## src/rtl/result_pager_pkg.sv

```systemverilog
// Shared types and constants for the result pager: FSM encoding, page count
// and page-index width derived from the default word and LED widths.
package result_pager_pkg;

    typedef enum logic [1:0] {
        IDLE = 2'd0,
        LOAD = 2'd1,
        SHOW = 2'd2
    } pager_state_t;

    localparam int DATA_WIDTH_DEF = 64;
    localparam int LED_WIDTH_DEF  = 16;

    // Index width for n items; a single item still needs a 1-bit index.
    function automatic int idx_width(input int n);
        return (n > 1) ? $clog2(n) : 1;
    endfunction

    localparam int PAGES  = DATA_WIDTH_DEF / LED_WIDTH_DEF;
    localparam int PAGE_W = idx_width(PAGES);

endpackage

```

## src/rtl/result_pager_if.sv

```systemverilog
// Producer-side strobe bus plus the LED display outputs of the result pager.
interface result_pager_if
    import result_pager_pkg::*;
#(
    parameter int DATA_WIDTH = DATA_WIDTH_DEF,
    parameter int LED_WIDTH  = LED_WIDTH_DEF,
    parameter int PAGE_W     = result_pager_pkg::PAGE_W
);
    logic [DATA_WIDTH-1:0] result;
    logic                  resultValid;
    logic                  ready;
    logic [LED_WIDTH-1:0]  led;
    logic [PAGE_W-1:0]     pageIdx;
    logic                  overflow;

    modport master (
        output result, resultValid,
        input  ready, led, pageIdx, overflow
    );

    modport slave (
        input  result, resultValid,
        output ready, led, pageIdx, overflow
    );
endinterface

```

## src/rtl/result_fifo.sv

```systemverilog
// Small synchronous FIFO buffering captured results. A push while full is
// still accepted when a pop happens on the same edge.
module result_fifo
    import result_pager_pkg::*;
#(
    parameter int WIDTH = 64,
    parameter int DEPTH = 4
) (
    input  logic             clk,
    input  logic             rst,
    input  logic             i_push,
    input  logic             i_pop,
    input  logic [WIDTH-1:0] i_din,
    output logic [WIDTH-1:0] o_dout,
    output logic             o_full,
    output logic             o_empty
);
    localparam int PTR_W = idx_width(DEPTH);
    localparam int CNT_W = PTR_W + 1;

    logic [WIDTH-1:0] r_mem [DEPTH];
    logic [PTR_W-1:0] r_wr_ptr;
    logic [PTR_W-1:0] r_rd_ptr;
    logic [CNT_W-1:0] r_count;
    logic             w_wr;
    logic             w_rd;

    assign o_full  = (r_count == CNT_W'(DEPTH));
    assign o_empty = (r_count == '0);
    assign w_rd    = i_pop && !o_empty;
    assign w_wr    = i_push && (!o_full || w_rd);
    assign o_dout  = r_mem[r_rd_ptr];

    // Storage array; contents are don't-care until written, so no reset.
    always_ff @(posedge clk) begin
        if (w_wr) begin
            r_mem[r_wr_ptr] <= i_din;
        end
    end

    // Pointers wrap naturally at the power-of-two depth; count tracks occupancy.
    always_ff @(posedge clk or posedge rst) begin
        if (rst) begin
            r_wr_ptr <= '0;
            r_rd_ptr <= '0;
            r_count  <= '0;
        end else begin
            if (w_wr) begin
                r_wr_ptr <= r_wr_ptr + PTR_W'(1);
            end
            if (w_rd) begin
                r_rd_ptr <= r_rd_ptr + PTR_W'(1);
            end
            case ({w_wr, w_rd})
                2'b10:   r_count <= r_count + CNT_W'(1);
                2'b01:   r_count <= r_count - CNT_W'(1);
                default: r_count <= r_count;
            endcase
        end
    end

endmodule

```

## src/rtl/result_pager.sv

```systemverilog
// Captures ALU results into a FIFO and pages each word across the LEDs,
// one LED-wide slice per page, LSB slice first, with a programmable dwell.
//
// state | meaning
// IDLE  | nothing shown yet, LEDs dark; leave as soon as a word is buffered
// LOAD  | pop FIFO head into the display word and show slice 0
// SHOW  | hold each page for the dwell; loop the word unless another is queued
module result_pager
    import result_pager_pkg::*;
#(
    parameter int DATA_WIDTH   = DATA_WIDTH_DEF,
    parameter int LED_WIDTH    = LED_WIDTH_DEF,
    parameter int FIFO_DEPTH   = 4,
    parameter int DWELL_CYCLES = 100000000
) (
    input  logic          clk,
    input  logic          rst,
    result_pager_if.slave bus
);
    localparam int L_PAGES  = DATA_WIDTH / LED_WIDTH;
    localparam int L_PAGE_W = idx_width(L_PAGES);
    localparam int CNT_W    = idx_width(DWELL_CYCLES);
    localparam logic [L_PAGE_W-1:0] LAST_PAGE  = L_PAGE_W'(L_PAGES - 1);
    localparam logic [CNT_W-1:0]    DWELL_LAST = CNT_W'(DWELL_CYCLES - 1);

    pager_state_t r_state;
    pager_state_t w_state_next;

    logic [DATA_WIDTH-1:0] w_fifo_dout;
    logic                  w_full;
    logic                  w_empty;
    logic                  w_pop;
    logic                  w_load;
    logic                  w_advance;
    logic                  w_wrap;
    logic                  w_dwell_done;

    logic [DATA_WIDTH-1:0] r_word;
    logic [LED_WIDTH-1:0]  r_led;
    logic [L_PAGE_W-1:0]   r_page;
    logic [CNT_W-1:0]      r_cnt;
    logic                  r_overflow;
    logic [L_PAGE_W-1:0]   w_next_page;
    logic [LED_WIDTH-1:0]  w_slices [L_PAGES];

    result_fifo #(
        .WIDTH (DATA_WIDTH),
        .DEPTH (FIFO_DEPTH)
    ) u_fifo (
        .clk     (clk),
        .rst     (rst),
        .i_push  (bus.resultValid),
        .i_pop   (w_pop),
        .i_din   (bus.result),
        .o_dout  (w_fifo_dout),
        .o_full  (w_full),
        .o_empty (w_empty)
    );

    for (genvar g = 0; g < L_PAGES; g++) begin : g_slice
        assign w_slices[g] = r_word[g*LED_WIDTH +: LED_WIDTH];
    end

    assign w_next_page  = r_page + L_PAGE_W'(1);
    assign w_dwell_done = (r_state == SHOW) && (r_cnt == DWELL_LAST);

    assign bus.ready    = ~w_full;
    assign bus.led      = r_led;
    assign bus.pageIdx  = r_page;
    assign bus.overflow = r_overflow;

    // State register.
    always_ff @(posedge clk or posedge rst) begin
        if (rst) begin
            r_state <= IDLE;
        end else begin
            r_state <= w_state_next;
        end
    end

    // Next-state and per-cycle display controls.
    always_comb begin
        w_state_next = r_state;
        w_pop        = 1'b0;
        w_load       = 1'b0;
        w_advance    = 1'b0;
        w_wrap       = 1'b0;
        case (r_state)
            IDLE: begin
                if (!w_empty) begin
                    w_state_next = LOAD;
                end
            end
            LOAD: begin
                w_pop        = 1'b1;
                w_load       = 1'b1;
                w_state_next = SHOW;
            end
            SHOW: begin
                if (w_dwell_done) begin
                    if (r_page != LAST_PAGE) begin
                        w_advance = 1'b1;
                    end else if (!w_empty) begin
                        w_state_next = LOAD;
                    end else begin
                        w_wrap = 1'b1;
                    end
                end
            end
            default: w_state_next = IDLE;
        endcase
    end

    // Display word, LED slice, page index and dwell counter.
    always_ff @(posedge clk or posedge rst) begin
        if (rst) begin
            r_word <= '0;
            r_led  <= '0;
            r_page <= '0;
            r_cnt  <= '0;
        end else if (w_load) begin
            r_word <= w_fifo_dout;
            r_led  <= w_fifo_dout[LED_WIDTH-1:0];
            r_page <= '0;
            r_cnt  <= '0;
        end else if (r_state == SHOW) begin
            if (w_dwell_done) begin
                r_cnt <= '0;
                if (w_advance) begin
                    r_page <= w_next_page;
                    r_led  <= w_slices[w_next_page];
                end else if (w_wrap) begin
                    r_page <= '0;
                    r_led  <= w_slices[0];
                end
            end else begin
                r_cnt <= r_cnt + CNT_W'(1);
            end
        end else begin
            r_led  <= '0;
            r_page <= '0;
            r_cnt  <= '0;
        end
    end

    // Sticky flag for a strobe lost to a full FIFO with no same-edge pop.
    always_ff @(posedge clk or posedge rst) begin
        if (rst) begin
            r_overflow <= 1'b0;
        end else if (bus.resultValid && w_full && !w_pop) begin
            r_overflow <= 1'b1;
        end
    end

endmodule

```

## src/flat_wrapper.sv

```systemverilog
// flat-port wrapper written by rule: the top's interface ports become plain ports
module result_pager_flat import result_pager_pkg::*;
#(
    parameter int DATA_WIDTH   = DATA_WIDTH_DEF,
    parameter int LED_WIDTH    = LED_WIDTH_DEF,
    parameter int FIFO_DEPTH   = 4,
    parameter int DWELL_CYCLES = 100000000
)
  (clk, rst, bus_result, bus_resultValid, bus_ready, bus_led, bus_pageIdx, bus_overflow);
  result_pager_if #(.DATA_WIDTH(DATA_WIDTH), .LED_WIDTH(LED_WIDTH), .PAGE_W(PAGE_W)) bus_i ();
  input  logic clk;
  input  logic rst;
  input wire logic [$bits(bus_i.result)-1:0] bus_result;
  input wire logic [$bits(bus_i.resultValid)-1:0] bus_resultValid;
  output wire logic [$bits(bus_i.ready)-1:0] bus_ready;
  output wire logic [$bits(bus_i.led)-1:0] bus_led;
  output wire logic [$bits(bus_i.pageIdx)-1:0] bus_pageIdx;
  output wire logic [$bits(bus_i.overflow)-1:0] bus_overflow;
  assign bus_i.result = bus_result;
  assign bus_i.resultValid = bus_resultValid;
  assign bus_ready = bus_i.ready;
  assign bus_led = bus_i.led;
  assign bus_pageIdx = bus_i.pageIdx;
  assign bus_overflow = bus_i.overflow;
  result_pager #(.DATA_WIDTH(DATA_WIDTH), .LED_WIDTH(LED_WIDTH), .FIFO_DEPTH(FIFO_DEPTH), .DWELL_CYCLES(DWELL_CYCLES)) u_core (.clk(clk), .rst(rst), .bus(bus_i));
endmodule
```

## config.mk

```make
export PLATFORM = sky130hd
export DESIGN_NAME = result_pager_flat
export DESIGN_NICKNAME = d
export VERILOG_FILES = /design/src/rtl/result_pager_pkg.sv /design/src/rtl/result_pager_if.sv /design/src/rtl/result_fifo.sv /design/src/rtl/result_pager.sv /design/src/flat_wrapper.sv
export SDC_FILE = /design/constraint.sdc
export NUM_CORES = 1
export LEC_CHECK = 0
export BUFFER_PORTS_ARGS = -buffer_cell sky130_fd_sc_hd__buf_2
export CORE_UTILIZATION = 55
export CTS_BUF_LIST = sky130_fd_sc_hd__clkbuf_16
export DETAILED_ROUTE_END_ITERATION = 10
export GPL_ROUTABILITY_DRIVEN = 0
export PLACE_DENSITY = 0.73
export RECOVER_POWER = 50
export SYNTH_ARGS = -nofsm -noshare
export SYNTH_HDL_FRONTEND = slang
export SYNTH_HIERARCHICAL = 1
export SYNTH_SLANG_ARGS = --single-unit
```

## constraint.sdc

```tcl
create_clock -name clk -period 8.7 [get_ports clk]
set_clock_uncertainty 0.15 [all_clocks]
set_input_delay 0.87 -clock clk [delete_from_list [all_inputs] [get_ports clk]]
set_output_delay 0.87 -clock clk [all_outputs]
set_load 0.01 [all_outputs]
```

Word level (Yosys, flattened, before mapping). Memory sizes are Yosys's and may differ from the RTL's. Index checks and enable logic that the tools add are counted.

Latch bits: 0. Memory bits (writable): 256. Register bits: 119. Bits of input ports: 67. Bits in read-only memories: 0. Memories: 1. Output and inout bits: 20. Logic and storage cells: 75.

Div/mod/pow operators: 0. Mux-type cells: 31. Magnitude comparators: 1. Shift operators: 0. $mul: 0. Equal/unequal tests: 11. Add/subtract/negate cells: 6. Reductions and logical operators: 14. Bitwise gates (word level): 2.

Memories: u_core.u_fifo.r_mem (depth 4, bits a word 64, read ports 1, clocked after Yosys merged registers in 0, wr ports 1, line result_fifo.sv:21) `logic [WIDTH-1:0] r_mem [DEPTH];`.

Operator list (number): 16-bit 2-to-1 mux (7); 27-bit 2-to-1 mux (3); 16-bit binary-select mux with 2-bit select (1); 27-bit by 1-bit adder with 27-bit output, second input constant (1); 27-bit equality test, second input constant (1); 2-bit 2-to-1 mux (8); 1-bit 2-to-1 mux (10); 2-bit by 1-bit adder with 2-bit output, second input constant (3); 2-bit case mux with 3 select lines (1); 3-bit case mux with 2 select lines (1); 1-bit logical AND (5); 2-bit by 1-bit equality test with 1-bit output, second input constant (2); 2-bit equality test, second input constant (2); 2-bit inequality test, second input constant (2); 4-bit by 2-bit inequality test with 1-bit output, second input constant (1); 2-bit AND reduction (2); 3-bit by 1-bit adder with 3-bit output, second input constant (1); 3-bit equality test, second input constant (1); 3-bit >= comparator, second input constant (1); 1-bit zero test (3); 3-bit zero test (1); 3-bit by 2-bit inequality test with 1-bit output, second input constant (1); 2-bit inverter with 3-bit output (1); 3-bit by 1-bit subtractor with 3-bit output, second input constant (1); 5 further kinds (5).

Logic depth before layout (Yosys ltp). Gate-level depths: netlist (run 1).

Depth in word-level cells: 10. Gate-level depth with buffers: 11. Depth with buffers taken out: 10.

Hierarchy. The synthesis (run 1) kept the hierarchy.

Modules (own cells, without submodules): result_fifo (area each 9649.3 µm², sequential area each 7862.5 µm², cells an instance 373, instances 1); result_pager (area each 5296.3 µm², sequential area each 2802.7 µm², cells an instance 590, instances 1).

Least setup slack after synthesis (run 1). Ideal clock, no wire load.

Kind: register to register. Start point: register u_core.r_state[1]. End point: memory u_core.u_fifo.r_mem[0][0] (enable). Path buffers: 1. Cell stages (with the launch flop): 6. Required time: 8156 ps. Setup time: 394 ps. Period minus slack after synthesis: 2603 ps. Slack: 6097 ps. Arrival time: 2060 ps. Cells stage by stage: dfrtp_1 -> nand2b_1 -> inv_2 -> clkbuf_1 -> o21a_4 -> and2_2.

Longest elaborated chain between the ends: 7.

Ends and longest elaborated chain: from (decl) (line result_pager.sv:26) `pager_state_t r_state;`; from (signal assigned) (line result_pager.sv:77) `r_state <= w_state_next;`; 2-bit by 1-bit equality test with 1-bit output; 1-bit 2-to-1 mux; via u_core.w_load (line result_pager.sv:33) `logic w_load;`; 1-bit logical AND (line result_fifo.sv:30) `assign w_rd = i_pop && !o_empty;`; 1-bit logical OR (line result_fifo.sv:31) `assign w_wr = i_push && (!o_full || w_rd);`; 1-bit logical AND (line result_fifo.sv:31); 1-bit 2-to-1 mux (line result_fifo.sv:36) `if (w_wr) begin`; 1-bit 2-to-1 mux (implied by the code) (line result_fifo.sv:37) `r_mem[r_wr_ptr] <= i_din;`; to (decl) (line result_fifo.sv:21).

The timed path passes the listed nets, and every way through them passes these cells.

==> results of run 1 <==
-- Yosys cell counts, types with 8 or more instances --
library cell / instances / share of area (%)
sky130_fd_sc_hd__a211oi_1: 16 / 0.80
sky130_fd_sc_hd__a32oi_1: 15 / 0.88
sky130_fd_sc_hd__buf_2: 11 / 0.37
sky130_fd_sc_hd__buf_4: 8 / 0.40
sky130_fd_sc_hd__clkbuf_1: 23 / 0.58
sky130_fd_sc_hd__dfrtp_1: 119 / 20
sky130_fd_sc_hd__edfxtp_1: 256 / 51
sky130_fd_sc_hd__inv_1: 14 / 0.35
sky130_fd_sc_hd__mux2i_1: 16 / 1.1
sky130_fd_sc_hd__mux4_2: 65 / 9.8
sky130_fd_sc_hd__nand2_1: 208 / 5.2
sky130_fd_sc_hd__nand3_1: 9 / 0.30
sky130_fd_sc_hd__nor2_1: 75 / 1.9
sky130_fd_sc_hd__nor3_1: 9 / 0.30
sky130_fd_sc_hd__nor4_1: 8 / 0.33
sky130_fd_sc_hd__o31ai_1: 15 / 0.75
sky130_fd_sc_hd__xnor2_1: 21 / 1.2
sky130_fd_sc_hd__xor2_1: 10 / 0.59
-- worst reg2reg max path, cell delays in order, from the launching register on --
cell                      delay (ps)
sky130_fd_sc_hd__dfrtp_1         980
sky130_fd_sc_hd__ha_1            650
sky130_fd_sc_hd__inv_1           110
sky130_fd_sc_hd__a21oi_1         190
sky130_fd_sc_hd__nor4b_4         720
sky130_fd_sc_hd__nor2_1           80
sky130_fd_sc_hd__o31ai_1         280
-- routing by layer --
layer	routed length, um	share of wire (%)
met3	1377	4.7
met1	12070	42
met5	0	0
met2	14700	51
met4	880	3.0
-- cell type report --
type / instances / area, um2
Clock buffer: 41 / 1026
Timing Repair Buffer: 96 / 415.4
Tap cell: 335 / 419.2
Clock inverter: 31 / 259.0
Inverter: 15 / 57.56
Multi-Input combinational cell: 523 / 3961
Sequential cell: 375 / 10670
Fill cell: 1883 / 9545
-- sequential cells by signal (all words and copies together) (netlist names), 2 cells and up --
signal / flops
u_core/u_fifo/r_rd_ptr: 2
u_core/r_word: 64
u_core/u_fifo/r_count: 3
u_core/u_fifo/r_mem: 256
u_core/bus.led: 16
u_core/r_state: 2
u_core/u_fifo/r_wr_ptr: 2
u_core/bus.pageIdx: 2
u_core/r_cnt: 27
-- layout by cell type (no fill, tap or decap), types with 3 or more instances in the layout --
master	Yosys	routed
sky130_fd_sc_hd__clkinv_2	0	9
sky130_fd_sc_hd__inv_2	1	3
sky130_fd_sc_hd__nand3_1	9	9
sky130_fd_sc_hd__mux4_2	65	65
sky130_fd_sc_hd__buf_2	11	20
sky130_fd_sc_hd__a32oi_1	15	15
sky130_fd_sc_hd__a211oi_1	16	16
sky130_fd_sc_hd__bufinv_16	0	4
sky130_fd_sc_hd__nand2_1	208	208
sky130_fd_sc_hd__and3_1	3	3
sky130_fd_sc_hd__edfxtp_1	256	256
sky130_fd_sc_hd__xor2_1	10	10
sky130_fd_sc_hd__nor2_1	75	75
sky130_fd_sc_hd__clkinv_1	0	4
sky130_fd_sc_hd__inv_1	14	21
sky130_fd_sc_hd__clkbuf_1	23	68
sky130_fd_sc_hd__nor4_1	8	8
sky130_fd_sc_hd__and4_1	5	5
sky130_fd_sc_hd__o31ai_1	15	15
sky130_fd_sc_hd__dfrtp_1	119	117
sky130_fd_sc_hd__nor3_1	9	9
sky130_fd_sc_hd__nand4_1	7	7
sky130_fd_sc_hd__and2_2	4	4
sky130_fd_sc_hd__a21oi_1	3	3
sky130_fd_sc_hd__xnor2_1	21	21
sky130_fd_sc_hd__mux2i_1	16	16
sky130_fd_sc_hd__ha_1	7	7
sky130_fd_sc_hd__buf_4	8	8
sky130_fd_sc_hd__or3_1	4	4
sky130_fd_sc_hd__clkbuf_16	0	41
-- kinds of logic after synthesis --
logic type	after synthesis
AOI/OAI and AO/OA	55
xor gates and xnor gates	31
adders and majority gates	8
buffers and inverters	65
DFF	375
muxes	83
and+or+nand+nor	346
-- where the power goes --
group	switching, W	internal, W	leakage, nW
clock	0.000665	0.000976	0.670
sequential	0.0000584	0.00220	3.77
combinational	0.000239	0.000112	1.76
total	0.000962	0.00329	6.20
-- how the worst min path moves through the flow --
stage	from	endpoint	slack [ps]	cells past startpoint
floorplan	u_core/r_word[42]$_DFFE_PP0P_	u_core/r_word[42]$_DFFE_PP0P_	290	2
global placement	u_core/bus.overflow$_DFFE_PP0P_	u_core/bus.overflow$_DFFE_PP0P_	300	1
detailed placement	u_core/r_word[42]$_DFFE_PP0P_	u_core/r_word[42]$_DFFE_PP0P_	310	2
CTS	rst	u_core/u_fifo/r_count[1]$_DFFE_PP0P_	140	2
global route	rst	u_core/u_fifo/r_count[1]$_DFFE_PP0P_	160	2
finish	rst	u_core/u_fifo/r_count[1]$_DFFE_PP0P_	130	2
-- metrics by stage --
step	cells	hold slack, ps	worst slack (ps)	cell area [um2]	total power, W
floorplan	963	290.5	4721	14950	0.002499
global placement	1344	297.4	5558	15630	0.002643
detailed placement	1344	311.7	5476	15630	0.002664
CTS	1416	144.3	5439	16910	0.004303
global route	1416	161.3	2943	16810	0.004400
finish	1416	129.2	3956	16810	0.004249
==> results.md, run 1 <==
Synth:
- Of all flip-flops after synthesis, the portion carrying an async set or reset was 31.73%.
- The cell count after synthesis is 963.
- The synthesized netlist devotes 2.905% of its cell area to compound gates.
- For this run, the register share of the synthesized area comes to a little over 70%.
- The count of warnings emitted by yosys is 6.
- After synthesis the netlist holds a flip-flop and latch count of 375.
- The cell area after synthesis is ~15,000 um2.
- The multiplexer share of the synthesized area is 11.04%.
- Summing the areas of all xor and xnor instances in the mapped netlist gives 1.817% of the synthesized area.
- The simple-gate share of the synthesized area is 10.08%.
- By area, the combinational part of the netlist is dominated by multiplexers.
- The adder-cell share of the synthesized area is 0.7200%.
- The most used flip-flop cell after synthesis is sky130_fd_sc_hd__edfxtp_1.
- The number of nets in the synthesized netlist is 1,038.
- The number of different library cells used by synthesis comes to 47.
- After synthesis, the mean cell area works out to 15.52 um2.
- The synthesized design contains 256 enable-type register cells.

Clock tree:
- Hold repair after CTS inserted 0 buffers.
- The TritonCTS clock tree is built.
- The number of sinks handled by clock tree synthesis is around 380.
- Clock latency on the worst-skew pair, taken at its later pin, is 530 ps.
- The clock tree root driver cell is sky130_fd_sc_hd__clkbuf_16.
- The number of setup buffers added after CTS is 0.
- The number of gates resized after CTS was 0.
- Clock-pin slew was measured on the worst setup and hold paths at 60 ps.
- Buffers inserted during clock tree synthesis total 39.
- In this run the deepest clock path goes through 3 buffers.
- The depth of the CTS H-tree is 2.

Route:
- The number of routed nets with antenna violations is 0.
- The routed via count divided by cell count is 5.751.
- The remaining routing DRC violations is 0.
- Dividing the detail-routed wire length by the instance count gives between 20 and 25 um.
- For this block, the initial DRC count from the detailed router was 649.
- The number of detailed-route iterations in the first pass is 5.
- The number of vias after detailed routing is 8,144.
- The aggregate routed wire length is about 29 mm.

Critical path:
- The slowest stage of the critical path is the sky130_fd_sc_hd__clkbuf_1 cell.
- Along the worst path, the maximum fanout reaches 57.
- The worst setup path is captured at an async pin.
- The end of the worst register-to-register path is u_core/bus.led[2]$_DFFE_PP0P_.
- By instance count, the cell type seen most on the critical path is sky130_fd_sc_hd__clkbuf_1.
- The most critical setup path has its startpoint at rst.
- In this run the worst setup path terminates at u_core/bus.led[8]$_DFFE_PP0P_.
- STA puts the critical path data arrival time at about 4600 ps.
- In this design, the largest share of critical-path delay is due to buffers and inverters.
- The worst setup path is of the input pin to async pin kind.
- The worst endpoint required time is approximately 8500 ps.
- The largest incremental delay on the critical path is 2170 ps.
- The buffer and inverter count on the worst path is 3.
- The slack of the worst reg-to-reg path is 5420 ps.
- In this run the critical register-to-register path is launched from u_core/bus.pageIdx[0]$_DFFE_PP0P_.
- The number of stages on the worst setup path is 3.
- The critical path goes through clkbuf_1 > clkinvlp_2 > clkbuf_1.
- The type of origin of the critical path is an input pin.
- For the worst flop-to-flop path, the logic depth is 6.

Global route:
- The pin count of the biggest net entering global routing is 81.
- The first-pass GRT wire length is 46.32 mm.
- The global-route usage over all layers is 21.79%.
- The met2 global-route usage is a little under two fifths.
- The number of global-route vias before repair was 8,517.
- Global routing consumed, on the met1 layer, 28.14% of the routing resources.
- The leftover overflow at the end of global routing is 0.
- The initial antenna violation count is 0.
- The global routing's busiest layer is met2.
- For met3 alone, demand over resource in global routing was 3.588%.

Timing:
- The fmax is between 0.2 and 0.25 GHz.
- In the final timing run, aggregate negative setup slack is 0 ps.
- Of the available clock period, the critical path in the final layout requires 54.53%.
- Subtracting the final worst setup slack from the clock period gives ~4700 ps.
- Setup repair after global routing left no endpoint under its margin.
- The measured slew at the worst slew-check pin is 2922 ps.
- The final number of hold-violating endpoints is 0.
- The final count of pins violating max slew is 182.
- Headroom to the max-slew limit came out at -94.82%.
- Setup violations remaining at the end of the flow were counted as 0.

Place:
- Once detailed placement completed, the half-perimeter wirelength came to 17.63 mm.
- The count of port buffers added during placement is 86.

Power and ir drop:
- Dividing total power by cell area gives a power density of between 200 and 300 nW/um2.
- In this run the static leakage power is 6.198 nW.
- Across the VDD grid, the largest voltage drop is 0.1782 mV.

Run status:
- The flow ran to the end, but the final reports show violations.
- The final reports fail on capacitance limit, slew limit.

Final layout:
- The count of nets after finishing is ~1.1k.
- The area growth from synthesis to layout is 12.47%.
- The ratio of cells with drive above 1 in the final layout is 15.63%.
- The antenna diode instance count is 0.
- The core occupancy in the finished layout is 63.78%.

Floorplanning:
- In this run the standard cell core region covers 26,350 um2.
- For this configuration, the core starts out at a cell density of 56.71%.
- The number of cell rows is 59.
- The die is 166.8 um wide.
- The die covers 27,840 um2.
- 87 I/O pins were placed.
- The vertical die dimension is roughly 170 um.

Job:
- The max-cap check violation count is 3.

Hold path:
- The type of the most critical hold path is input pin to async pin.
Power figures use the tool's default switching activity.
==> run 2, diff against run 1 <==
--- a/config.mk
+++ b/config.mk
@@ -10,7 +10,7 @@
 export CTS_BUF_LIST = sky130_fd_sc_hd__clkbuf_16
 export DETAILED_ROUTE_END_ITERATION = 10
 export GPL_ROUTABILITY_DRIVEN = 0
-export PLACE_DENSITY = 0.73
+export PLACE_DENSITY = 0.76
 export RECOVER_POWER = 50
 export SYNTH_ARGS = -nofsm -noshare
 export SYNTH_HDL_FRONTEND = slang
==> constraint.sdc (replaced) <==
create_clock -name clk -period 4.1 [get_ports clk]
set_clock_uncertainty 0.15 [all_clocks]
set_input_delay 0.41 -clock clk [delete_from_list [all_inputs] [get_ports clk]]
set_output_delay 0.41 -clock clk [all_outputs]
set_load 0.01 [all_outputs]
==> run 2 against run 1 <==
Effect of this change: the flow still finishes with violations (capacitance limit, slew limit); total power increased by 110%; non-clock buffer count increased by 70; sequential power increased by 110%; cell area increased by 3.3%; routed wire length increased by 4.1%; sequential share of layout area decreased by 2.0 points; register-to-register slack got worse by 4300 ps; core utilization increased by 2.1 points; die area unchanged; flip-flop and latch count unchanged.
==> results.md, run 2 (same netlist as run 1, synthesis figures left out) <==
Timing:
- Counting I/O delays and the setup requirement, the final critical path takes 2953 ps.
- Setup total negative slack on the finished layout was measured at 0 ps.
- The final count of pins violating max slew is between 80 and 90.
- The fmax is 0.3387 GHz.
- Setup repair after global routing left no endpoint under its margin.
- The worst-case headroom to the max-slew limit is -11.72%.
- Setup violations remaining at the end of the flow were counted as 0.
- The final number of hold-violating endpoints was 0.
- The measured slew at the worst slew-check pin is approximately 1700 ps.
- In the finished design, the share of the clock period the worst path needs comes to between 70% and 80%.

Route:
- The routed via count divided by cell count is 5.707.
- Across all layers, the routed design uses 8,480 vias.
- The remaining routing DRC violations is 0.
- The aggregate routed wire length is between 30 and 40 mm.
- The routed length per placed instance is 20.33 um.
- The first detailed-routing pass ran for 5 iterations.
- The detailed router finished its first iteration with roughly 770 violations.
- The number of routed nets with antenna violations is 0.

Floorplanning:
- The area inside the core boundary is 26,350 um2.
- The starting density of the core is 56.71%.
- The die covers 27,840 um2.
- The number of cell rows is 59.
- The count of pins on the block boundary is 87.
- The vertical die dimension is between 150 and 200 um.
- The die is 166.8 um wide.

Power and ir drop:
- The analysis attributes to cell leakage a power of between 6 and 7 nW.
- Internal power comes to 0.006727 W.
- The net switching power figure is approximately 0.0021 W.
- The share of total power dissipated in the clock network is a little over a third.
- VDD sags by at most around 0.45 mV.
- The power share of the sequential group is about 54%.
- The proportion of power drawn by combinational gates is 9.0%.
- The fraction of power spent switching nets is 23.61%.
- For this design the ratio of total power to cell area is 507.3 nW/um2.

Final layout:
- Fill cells in the final layout number 1,818.
- More flip-flops sit in one register than any other, and that register is u_core/u_fifo/r_mem.
- The count of cells in the finished layout, fillers not included, comes to between 1k and 1.5k.
- 0 antenna diodes ended up in the layout.
- The largest registers in the layout are u_core/u_fifo/r_mem x256, u_core/r_word x64, u_core/r_cnt x27.
- The library cell used most frequently in the layout, excluding fill and tap cells, is sky130_fd_sc_hd__edfxtp_1.
- For this run, the post-layout net count is 1,195.
- The number of flip-flops in the largest register is 256.
- The library cells used most frequently in the layout, excluding fill and tap cells, are sky130_fd_sc_hd__edfxtp_1 (256), sky130_fd_sc_hd__nand2_1 (208), sky130_fd_sc_hd__dfrtp_1 (117).
- The ratio of cells with drive above 1 in the final layout is approximately an eighth.
- The area growth from synthesis to layout is 16.16%.

Critical path:
- The largest incremental delay on the critical path is 790 ps.
- Walking the worst path, the cells encountered are nand2b_2 > inv_1 > o21a_1 > and2_0 > buf_4.
- Of all nets on the critical path, the largest fanout is 55.
- The buffer and inverter count on the worst path is 2.
- STA classifies the critical path endpoint as a flip-flop.
- Among all stages on the critical path, the largest delay is contributed by sky130_fd_sc_hd__buf_4.
- The type of the setup path with the least slack is flip-flop to flip-flop.
- Data on the critical path arrives at its endpoint at just under 3000 ps.
- The type of origin of the critical path is a flip-flop.
- The kind of cell with the highest combined delay on the critical path is buffers and inverters.
- The worst endpoint required time is 4100 ps.

Clock tree:
- The number of buffers created by CTS is 39.
- Counting every sink on the clock net gives 375.
- The clock-pin slew on the worst setup and hold paths is 60 ps.
- After clock tree synthesis, the setup repair step added 0 buffers.
- TritonCTS built the clock tree.
- The source-to-sink clock delay at the later pin of the worst-skew pair is 540 ps.
- The depth of the CTS H-tree is 2.
- The tree is rooted in a sky130_fd_sc_hd__clkbuf_16.
- Once the clock tree was built, the resizer swapped 0 gates to a different size.
- The largest buffer count on any clock path is 3.

Global route:
- The pin count of the biggest net entering global routing is 81.
- The initial antenna violation count was 0.
- The number of global-route vias before repair is 8,793.
- The total overflow left after global routing is 0.
- Global routing consumed, over all layers together, a little under a quarter of the routing resources.
- The first global-routing pass estimated 48.00 mm of wire.

Place:
- Once placement completed, the tool counted placed cells totaling 1,349.
- The count of port buffers added during placement is 86.
- The HPWL after detailed placement is 18.08 mm.

Run status:
- The run finished, with violations left.
- The final reports fail on capacitance limit, slew limit.

Job:
- Max-cap violations in this run came to 1.

Hold path:
- In this run the worst hold path is classified as input pin to flip-flop.
run 2: changes by cell type in the layout (fill, tap and decap cells not counted), sizes merged:
cell	delta
clkinvlp	-2
clkinv	+3
buf	-12
clkbuf	+16
inv	+4
bufinv	-4
dlygate4sd3	+65
run 2: stage by stage:
stage	hold slack (ps)	total power [W]	area (um2)	setup WS, ps	util [%]
6_report	10.96	0.008807	17360	1147	65.87
5_1_grt	6.801	0.009123	17360	1011	65.87
4_1_cts	12.48	0.008906	17490	1203	66.36
3_5_place_dp	241.6	0.005647	15660	1220	59.44
3_3_place_gp	240.4	0.005598	15660	1274	59.44
2_1_floorplan	63.40	0.005302	14950	581.0	-
run 2: final timing paths:
| path | startpoint | to | slack, ps | cells after the start |
|---|---|---|---|---|
| max in group asynchronous | rst | u_core/r_cnt[0]$_DFF_PP0_ | 1460 | 4 |
| hold reg to reg | u_core/r_word[4]$_DFFE_PP0P_ | u_core/r_word[4]$_DFFE_PP0P_ | 330 | 2 |
| setup / recovery | u_core/r_state[1]$_DFFE_PP0P_ | u_core/u_fifo/r_mem[3][17]$_DFFE_PP_ | 1150 | 5 |
| min in group asynchronous | rst | u_core/u_fifo/r_wr_ptr[0]$_DFFE_PP0P_ | 210 | 3 |
| setup reg to reg | u_core/r_state[1]$_DFFE_PP0P_ | u_core/u_fifo/r_mem[3][17]$_DFFE_PP_ | 1150 | 5 |
| hold / removal | bus_resultValid | u_core/bus.overflow$_DFFE_PP0P_ | 10 | 2 |
run 2: area by class of cell:
type,count,area [um2],share of cell area (%)
Sequential cell,375,10670,61.46
Multi-Input combinational cell,523,3958,22.80
Timing Repair Buffer,166,1084,6.241
Clock buffer,40,1001,5.766
Tap cell,335,419.2,2.414
Clock inverter,32,172.7,0.9946
Inverter,15,56.30,0.3243
run 2: metal layers:
layer / vias to the layer above / part of all wire [%] / global-route usage, %
met5: - / 0 / 0
li1: 3882 / - / -
met3: 45 / 5.8 / 4.349
met1: 4311 / 41 / 29.53
met4: 0 / 1.9 / 6.361
met2: 242 / 52 / 38.84
run 2: what timing repair did:
item | CTS | global route
hold buffers | 65 | 0
endpoints found under the setup margin | 0 | 0
hold endpoints to repair | 263 | 0
run 2: power by group through the flow:
stage / clock [W] / combinational (W) / sequential [W]
2_1_floorplan: 0 / 0.000483 / 0.00482
3_3_place_gp: 0 / 0.000767 / 0.00483
3_5_place_dp: 0 / 0.000783 / 0.00486
4_1_cts: 0.00328 / 0.000834 / 0.00479
5_1_grt: 0.00344 / 0.000858 / 0.00483
6_report: 0.00322 / 0.000791 / 0.00479
